`src/rtl/cpu_types_pkg.sv`:
```
// Shared execute-stage types: machine word, multiply/divide opcodes and sequencer states.
package cpu_types_pkg;

    typedef logic [31:0] word_t;

    typedef enum logic [1:0] {
        MD_MULT  = 2'b00,
        MD_MULTU = 2'b01,
        MD_DIV   = 2'b10,
        MD_DIVU  = 2'b11
    } muldiv_op_t;

    typedef logic [1:0] muldiv_state_t;

    localparam muldiv_state_t IDLE = 2'b00;
    localparam muldiv_state_t CALC = 2'b01;
    localparam muldiv_state_t FIX  = 2'b10;

endpackage

```
`src/rtl/muldiv_unit.sv`:
```
// Iterative radix-2 multiply/divide unit producing the HI/LO pair, with MTHI/MTLO access.
//   state | meaning
//   IDLE  | waiting for start; MTHI/MTLO writes accepted
//   CALC  | one shift-add / shift-subtract step per cycle, WORD_W steps
//   FIX   | sign correction, hi/lo write, done pulse
module muldiv_unit
    import cpu_types_pkg::*;
#(
    parameter int WORD_W = 32,
    parameter int CNT_W  = 5
) (
    input  logic              CLK,
    input  logic              nRST,
    input  logic              start,
    input  muldiv_op_t        op,
    input  logic [WORD_W-1:0] rs_dat,
    input  logic [WORD_W-1:0] rt_dat,
    input  logic              flush,
    input  logic              hi_wen,
    input  logic              lo_wen,
    input  logic [WORD_W-1:0] wdat,
    output logic              busy,
    output logic              done,
    output logic [WORD_W-1:0] hi,
    output logic [WORD_W-1:0] lo
);

    muldiv_state_t     state;
    logic [CNT_W-1:0]  cnt;
    logic              is_div;
    logic              neg_q;
    logic              neg_r;
    logic              dz;
    logic [WORD_W-1:0] acc;
    logic [WORD_W-1:0] sr;
    logic [WORD_W-1:0] dv;

    logic              op_signed;
    logic [WORD_W-1:0] rs_abs;
    logic [WORD_W-1:0] rt_abs;

    logic [WORD_W:0]   add_x;
    logic [WORD_W:0]   add_y;
    logic [WORD_W+1:0] add_res;
    logic [WORD_W:0]   add_sum;
    logic              add_cout;
    logic [WORD_W:0]   mul_s;
    logic [WORD_W-1:0] acc_next;
    logic [WORD_W-1:0] sr_next;

    logic [2*WORD_W-1:0] prod;
    logic [2*WORD_W-1:0] prod_fix;
    logic [WORD_W-1:0]   quo_fix;
    logic [WORD_W-1:0]   rem_fix;

    assign busy      = (state != IDLE);
    assign op_signed = (op == MD_MULT) || (op == MD_DIV);
    assign rs_abs    = (op_signed && rs_dat[WORD_W-1]) ? ('0 - rs_dat) : rs_dat;
    assign rt_abs    = (op_signed && rt_dat[WORD_W-1]) ? ('0 - rt_dat) : rt_dat;

    // One WORD_W+1 adder: accumulate for multiply, trial-subtract for divide.
    // For divide the carry out is set exactly when the partial remainder >= divisor.
    assign add_x    = is_div ? {acc, sr[WORD_W-1]} : {1'b0, acc};
    assign add_y    = {1'b0, dv};
    assign add_res  = {1'b0, add_x} + {1'b0, (is_div ? ~add_y : add_y)}
                    + {{(WORD_W+1){1'b0}}, is_div};
    assign add_sum  = add_res[WORD_W:0];
    assign add_cout = add_res[WORD_W+1];

    always_comb begin
        mul_s    = sr[0] ? add_sum : {1'b0, acc};
        acc_next = mul_s[WORD_W:1];
        sr_next  = {mul_s[0], sr[WORD_W-1:1]};
        if (is_div) begin
            acc_next = add_cout ? add_sum[WORD_W-1:0] : add_x[WORD_W-1:0];
            sr_next  = {sr[WORD_W-2:0], add_cout};
        end
    end

    // Divide-by-zero leaves |rs| in the remainder, so the dividend-sign fix restores rs as latched.
    assign prod     = {acc, sr};
    assign prod_fix = neg_q ? ('0 - prod) : prod;
    assign quo_fix  = dz ? '1 : (neg_q ? ('0 - sr) : sr);
    assign rem_fix  = neg_r ? ('0 - acc) : acc;

    always_ff @(posedge CLK) begin
        if (!nRST) begin
            state  <= IDLE;
            cnt    <= '0;
            is_div <= 1'b0;
            neg_q  <= 1'b0;
            neg_r  <= 1'b0;
            dz     <= 1'b0;
            acc    <= '0;
            sr     <= '0;
            dv     <= '0;
            hi     <= '0;
            lo     <= '0;
            done   <= 1'b0;
        end else begin
            done <= 1'b0;
            case (state)
                IDLE: begin
                    if (hi_wen) hi <= wdat;
                    if (lo_wen) lo <= wdat;
                    if (start && !flush) begin
                        is_div <= op[1];
                        neg_q  <= op_signed && (rs_dat[WORD_W-1] ^ rt_dat[WORD_W-1]);
                        neg_r  <= (op == MD_DIV) && rs_dat[WORD_W-1];
                        dz     <= op[1] && (rt_dat == '0);
                        acc    <= '0;
                        sr     <= op[1] ? rs_abs : rt_abs;
                        dv     <= op[1] ? rt_abs : rs_abs;
                        cnt    <= '0;
                        state  <= CALC;
                    end
                end
                CALC: begin
                    if (flush) begin
                        state <= IDLE;
                        cnt   <= '0;
                    end else begin
                        acc <= acc_next;
                        sr  <= sr_next;
                        cnt <= cnt + 1'b1;
                        if (cnt == CNT_W'(WORD_W-1)) state <= FIX;
                    end
                end
                FIX: begin
                    state <= IDLE;
                    cnt   <= '0;
                    if (!flush) begin
                        if (is_div) begin
                            hi <= rem_fix;
                            lo <= quo_fix;
                        end else begin
                            hi <= prod_fix[2*WORD_W-1:WORD_W];
                            lo <= prod_fix[WORD_W-1:0];
                        end
                        done <= 1'b1;
                    end
                end
                default: begin
                    state <= IDLE;
                    cnt   <= '0;
                end
            endcase
        end
    end

endmodule

```
`config.mk`:
```
export PLATFORM = sky130hd
export DESIGN_NAME = muldiv_unit
export DESIGN_NICKNAME = d
export VERILOG_FILES = /design/src/rtl/cpu_types_pkg.sv /design/src/rtl/muldiv_unit.sv
export SDC_FILE = /design/constraint.sdc
export NUM_CORES = 1
export LEC_CHECK = 0
export CORE_ASPECT_RATIO = 0.7
export CORE_MARGIN = 3
export CORE_UTILIZATION = 58
export DETAILED_ROUTE_END_ITERATION = 10
export PLACE_DENSITY = 0.83
export SYNTH_ARGS = -nofsm -noshare
export SYNTH_HDL_FRONTEND = slang
export SYNTH_SLANG_ARGS = --single-unit
```
`constraint.sdc`:
```
create_clock -name CLK -period 5.9 [get_ports CLK]
set_input_delay 1.77 -clock CLK [delete_from_list [all_inputs] [get_ports CLK]]
set_output_delay 1.77 -clock CLK [all_outputs]
set_load 0.03 [all_outputs]
```
== After elaboration in Yosys (flattened, before gate mapping) ==
Index checks and enable logic that the tools add are counted.

* Register bits after elaboration: 172
* Word-level logic and storage cells: 88
* Input port bits: 104
* Output and inout bits: 66

* Bitwise gates (word level): 2
* Equality and inequality tests: 10
* $add $sub $neg: 8
* Reduce and logical (&&, ||, !) cells: 20
* Muxes and demuxes: 36

{| class="wikitable"
|+ Operators by type and width
! operator !! count
|-
| 32-bit 2-to-1 mux || 20
|-
| 32-bit case mux with 2 select lines || 4
|-
| 1-bit by 32-bit subtractor with 32-bit output, first input constant || 4
|-
| 33-bit 2-to-1 mux || 3
|-
| 64-bit 2-to-1 mux || 1
|-
| 1-bit by 64-bit subtractor with 64-bit output, first input constant || 1
|-
| 33-bit by 33-bit adder with 34-bit output || 1
|-
| 34-bit by 1-bit adder with 34-bit output || 1
|-
| 32-bit NOT with 33-bit output || 1
|-
| 32-bit zero test || 1
|-
| 5-bit 2-to-1 mux || 2
|-
| 2-bit != test, second input constant || 5
|-
| 5-bit case mux with 2 select lines || 1
|-
| 3-bit AND reduction || 3
|-
| 1-bit logical AND || 6
|-
| 2-bit 2-to-1 mux || 3
|-
| 2-bit AND reduction || 3
|-
| 2-bit nonzero test || 3
|-
| 5-bit by 1-bit adder with 5-bit output, second input constant || 1
|-
| 5-bit == test, second input constant || 1
|-
| 2-bit == test, second input constant || 2
|-
| 2-bit zero test || 2
|-
| 2-bit case mux with 2 select lines || 1
|-
| 3-bit != test, second input constant || 1
|-
| other kinds (5) || 5
|}

== Depth between registers and ports, before layout ==
* Depth after elaboration: 8
* Gate-level depth with buffers: 18
* Mapped depth without buffers: 11

== Worst setup path before layout ==
OpenSTA, ideal clock, no wires.

* Path kind: flip-flop to flip-flop
* Start: register is_div
* End: register acc[20]
* Slack: 1.324 ns
* Setup time: 0.087 ns
* Data arrival time: 4.489 ns
* Stages on the path, launching flop included: 16
* Clock period less this slack: 4.576 ns
* Path through: dfxtp_1 > clkbuf_1 > buf_1 > buf_1 > clkbuf_1 > mux2_2 > ha_1 > clkbuf_1 > nand4_1 > nor3_1 > nand4b_1 > o221ai_1 > o22ai_1 > clkbuf_1 > a31o_2 > o31ai_1

* Word-level cells in the longest chain between the ends: 7
* Elaborated cells between the ends (all ways): 9
* Classes of those cells: add/sub (2); mux (7)

{| class="wikitable"
|+ RTL lines
! element !! line !! source
|-
| start: declaration || muldiv_unit.sv:30 || <nowiki>logic is_div;</nowiki>
|-
| start signal: assignment || muldiv_unit.sv:107 || <nowiki>is_div <= op[1];</nowiki>
|-
| 33-bit 2-to-1 mux, on equally long branches || muldiv_unit.sv:63, muldiv_unit.sv:65 ||
|-
| 33-bit by 33-bit adder with 34-bit output || muldiv_unit.sv:65 || <nowiki>assign add_res = {1'b0, add_x} + {1'b0, (is_div ? ~add_y : add_y)}</nowiki>
|-
| 34-bit by 1-bit adder with 34-bit output || muldiv_unit.sv:66 || <nowiki>+ {{(WORD_W+1){1'b0}}, is_div};</nowiki>
|-
| 33-bit 2-to-1 mux or 32-bit 2-to-1 mux (tied branches) || muldiv_unit.sv:71, muldiv_unit.sv:75 ||
|-
| 32-bit 2-to-1 mux * || muldiv_unit.sv:74 || <nowiki>if (is_div) begin</nowiki>
|-
| 32-bit 2-to-1 mux * || muldiv_unit.sv:119 || <nowiki>if (flush) begin</nowiki>
|-
| 32-bit case mux with 2 select lines * || muldiv_unit.sv:102 || <nowiki>case (state)</nowiki>
|-
| end signal: assignment || muldiv_unit.sv:123 || <nowiki>acc <= acc_next;</nowiki>
|-
| end: declaration || muldiv_unit.sv:34 || <nowiki>logic [WORD_W-1:0] acc;</nowiki>
|}

Mark *: on every way between the ends. The rest lies on a longest branch, timed or not. The select of a mux whose other input is x is not followed.
A chain may end at the register's enable or synchronous reset.

== Worst setup path in the final report ==
* Start: register is_div
* End: register sr[0]

* Word-level cells in the longest chain between the ends: 6
* Elaborated cells between the ends (all ways): 7
* Classes of those cells: add/sub (2); mux (5)

{| class="wikitable"
|+ RTL lines
! element !! line !! source
|-
| 33-bit 2-to-1 mux, on equally long branches || muldiv_unit.sv:63, muldiv_unit.sv:65 ||
|-
| 33-bit by 33-bit adder with 34-bit output || muldiv_unit.sv:65 ||
|-
| 34-bit by 1-bit adder with 34-bit output || muldiv_unit.sv:66 ||
|-
| 32-bit 2-to-1 mux * || muldiv_unit.sv:74 ||
|-
| 32-bit 2-to-1 mux * || muldiv_unit.sv:119 ||
|-
| 32-bit case mux with 2 select lines * || muldiv_unit.sv:102 ||
|-
| end signal: assignment || muldiv_unit.sv:112 || <nowiki>sr <= op[1] ? rs_abs : rt_abs;</nowiki>
|-
| end signal: assignment || muldiv_unit.sv:124 || <nowiki>sr <= sr_next;</nowiki>
|-
| end: declaration || muldiv_unit.sv:35 || <nowiki>logic [WORD_W-1:0] sr;</nowiki>
|}

Marks and branches as above.

==> metrics.txt <==
run status completed; global router's overall resource usage 0.384; clock share of power 0.329; Pint 0.00217 W; n_diodes 0; Pwr Total 0.00342 W; area of the die 26,000 µm²; clock skew 21.2 ps; leakage 6.20 nW; Final period util 0.764; Least-Margin Pin Slew 1340 ps; vias post-DR 15,500; cell with the most instances after synthesis nand2_1; CTS tree built; CTS H-tree lvls 4; port bufs 169; VDD IR max 0.228 mV; NetSw 0.00125 W; antenna violations before repair 0; syn nets 2,041; top-area cell type share of the netlist area 0.247; design area 16,200 µm²; switching part of the total 0.366; Core Area 23,100 µm²; worst path required time 6260 ps; Clock Path Buffers 2; Final Wtd Congestion 1.03; CP Launch Type register; Syn. warnings 0; worst hold path type reg2reg; Mapped Cells 1,899; hold_buf cts 0; Comb pwr share 0.283; gr ovfl total 0; Arrival @ worst endpoint 4860 ps; Fmax 222 MHz; ys flop type dfxtp_1; CP Class reg2reg; number of distinct library cells after synthesis 73; register area share after synthesis 0.247; slew margin rel. 0.107; Period minus WS final 4510 ps; Synth Register Bits 172; DR WL/cell 22.5 µm; post-CTS setup buffers 0; post-synthesis area per instance 7.36 µm²; total CTS buffers 17; Post-synth EDFFs 0; Pre-antenna DRT Iters 6; Worst path slowest cell dfxtp_4; Root Driver clkbuf_16; num ports 170; Cell Area, Placed 15,700 µm²; clk sink count 172; largest area contributor in the netlist dfxtp_1; Synth top cells by count nand2_1, a21oi_1, dfxtp_1, o21ai_0, nor2_1; Final setup violation count 0; width of the die 191 µm; Layout area overhead 16.3%; nets@finish 2,099; Netlist Area Pre-Place 14,000 µm²; setup total negative slack 0 ps; Pins Over Slew Limit 0; largest net degree at the start of global routing 77; largest fanout on the critical path 55; most area-consuming cells after synthesis dfxtp_1, a21oi_1, nand2_1, o21ai_0, xor2_1; Die Y 136 µm; Detail Route Antenna Nets 0; vias per cell 6.79; crit end category register; vias in the first global route 13,500; Cell Rows 46; clk slew on worst S/H paths 80 ps; Power Dens Cells 210 nW/µm²; Routed WL 51,500 µm; DR DRC count 0; slowest stage delay, CP 670 ps; layout cells sized above 1 0.0685; Post-synth ARST share 0; Initial Utilization 0.604; DP HPWL 39,200 µm; post-CTS sizing 0; first-pass GRT wire length 78,000 µm; RSZ-0062 raised after global routing false; DR iter-0 viols 2,401; CP cell instances buf_12 -> xor2_1 -> ha_1 -> and4_1 -> nor3b_1 -> nand4b_1 -> o221ai_1 -> o22ai_2 -> nand2_1 -> o211ai_1 -> a221oi_1; Reg power frac 0.388; Max-cap violations 0; CP bufs+invs 1; CP top delay family simple AND/OR/NAND/NOR gates; endpoints failing hold 0; later-pin clock latency in the skew report 450 ps
stage by stage:
step	worst slack (ps)	hold WS, ps	cells	util
after floorplan	1320	443	1899	-
after global placement	1360	439	2250	0.677
after detailed placement	1240	446	2250	0.677
after CTS	1530	457	2282	0.702
after global routing	1110	475	2282	0.702
final	1390	454	2282	0.702
cells by family (layout without fill, tap and decap cells):
family / after synthesis / in the layout / share of synthesized area
flops: 172 / 172 / 0.247
buf+inv: 195 / 266 / 0.0546
mux: 78 / 78 / 0.0598
xor+xnor: 172 / 172 / 0.108
simple gates: 591 / 591 / 0.202
fa+ha+maj: 38 / 38 / 0.0346
compound gates: 653 / 653 / 0.295
placed cells by master, fill, tap and decap left out, drive strengths merged, types with 37 or more instances in the layout:
cell type / n
a21oi: 192
nor2: 144
nand3: 40
dfxtp: 172
o211ai: 38
mux2: 44
o31ai: 38
xnor2: 83
xor2: 89
ha: 37
nor3: 44
inv: 44
clkdlybuf4s50: 167
nand2: 211
o21ai: 158
final timing paths:
kind         slack, ps  cells after the start   start  endpoint
min                450                      2  lo[10]    lo[10]
max reg2reg       1390                     11  is_div     sr[0]
min reg2reg        450                      2  lo[10]    lo[10]
max               1390                     11  is_div     sr[0]
cell type report:
| class | count | area [µm²] |
|---|---|---|
| Inverter | 37 | 139 |
| Sequential cell | 172 | 3450 |
| Clock inverter | 14 | 151 |
| Timing Repair Buffer | 197 | 1900 |
| Multi-Input combinational cell | 1532 | 9790 |
| Clock buffer | 18 | 429 |
| Fill cell | 1940 | 6890 |
| Tap cell | 312 | 390 |
power groups by stage:
| stage | Clock (W) | Combinational (W) | Sequential (W) |
|---|---|---|---|
| final | 0.00112 | 0.000967 | 0.00133 |
| after global routing | 0.00117 | 0.00103 | 0.00133 |
| after floorplan | 0 | 0.000558 | 0.00136 |
| after global placement | 0 | 0.000918 | 0.00134 |
| after detailed placement | 0 | 0.000931 | 0.00135 |
| after CTS | 0.00112 | 0.000937 | 0.00132 |
routing by layer:
metal | track usage | routed length, µm | vias to the layer above
li1 | - | - | 7051
met1 | 0.583 | 22200 | 7117
met2 | 0.502 | 19100 | 1220
met3 | 0.127 | 8530 | 111
met4 | 0.120 | 1590 | 0
met5 | 0 | 0 | -
worst register-to-register path: cells and delay by family, from the launching register on:
family	cells	cell delay (ps)
AOI/OAI and AO/OA	4	1120
buffers and inverters	1	360
xor gates and xnor gates	1	230
DFF	1	670
adders and majority gates	1	520
and+or+nand+nor	4	1540
flip-flops by register name, indices dropped and copies added (netlist names):
name,cells
cnt,5
dz,1
sr,32
done,1
state,2
neg_r,1
neg_q,1
lo,32
is_div,1
hi,32
dv,32
acc,32
(Power assumes the default switching activity.)
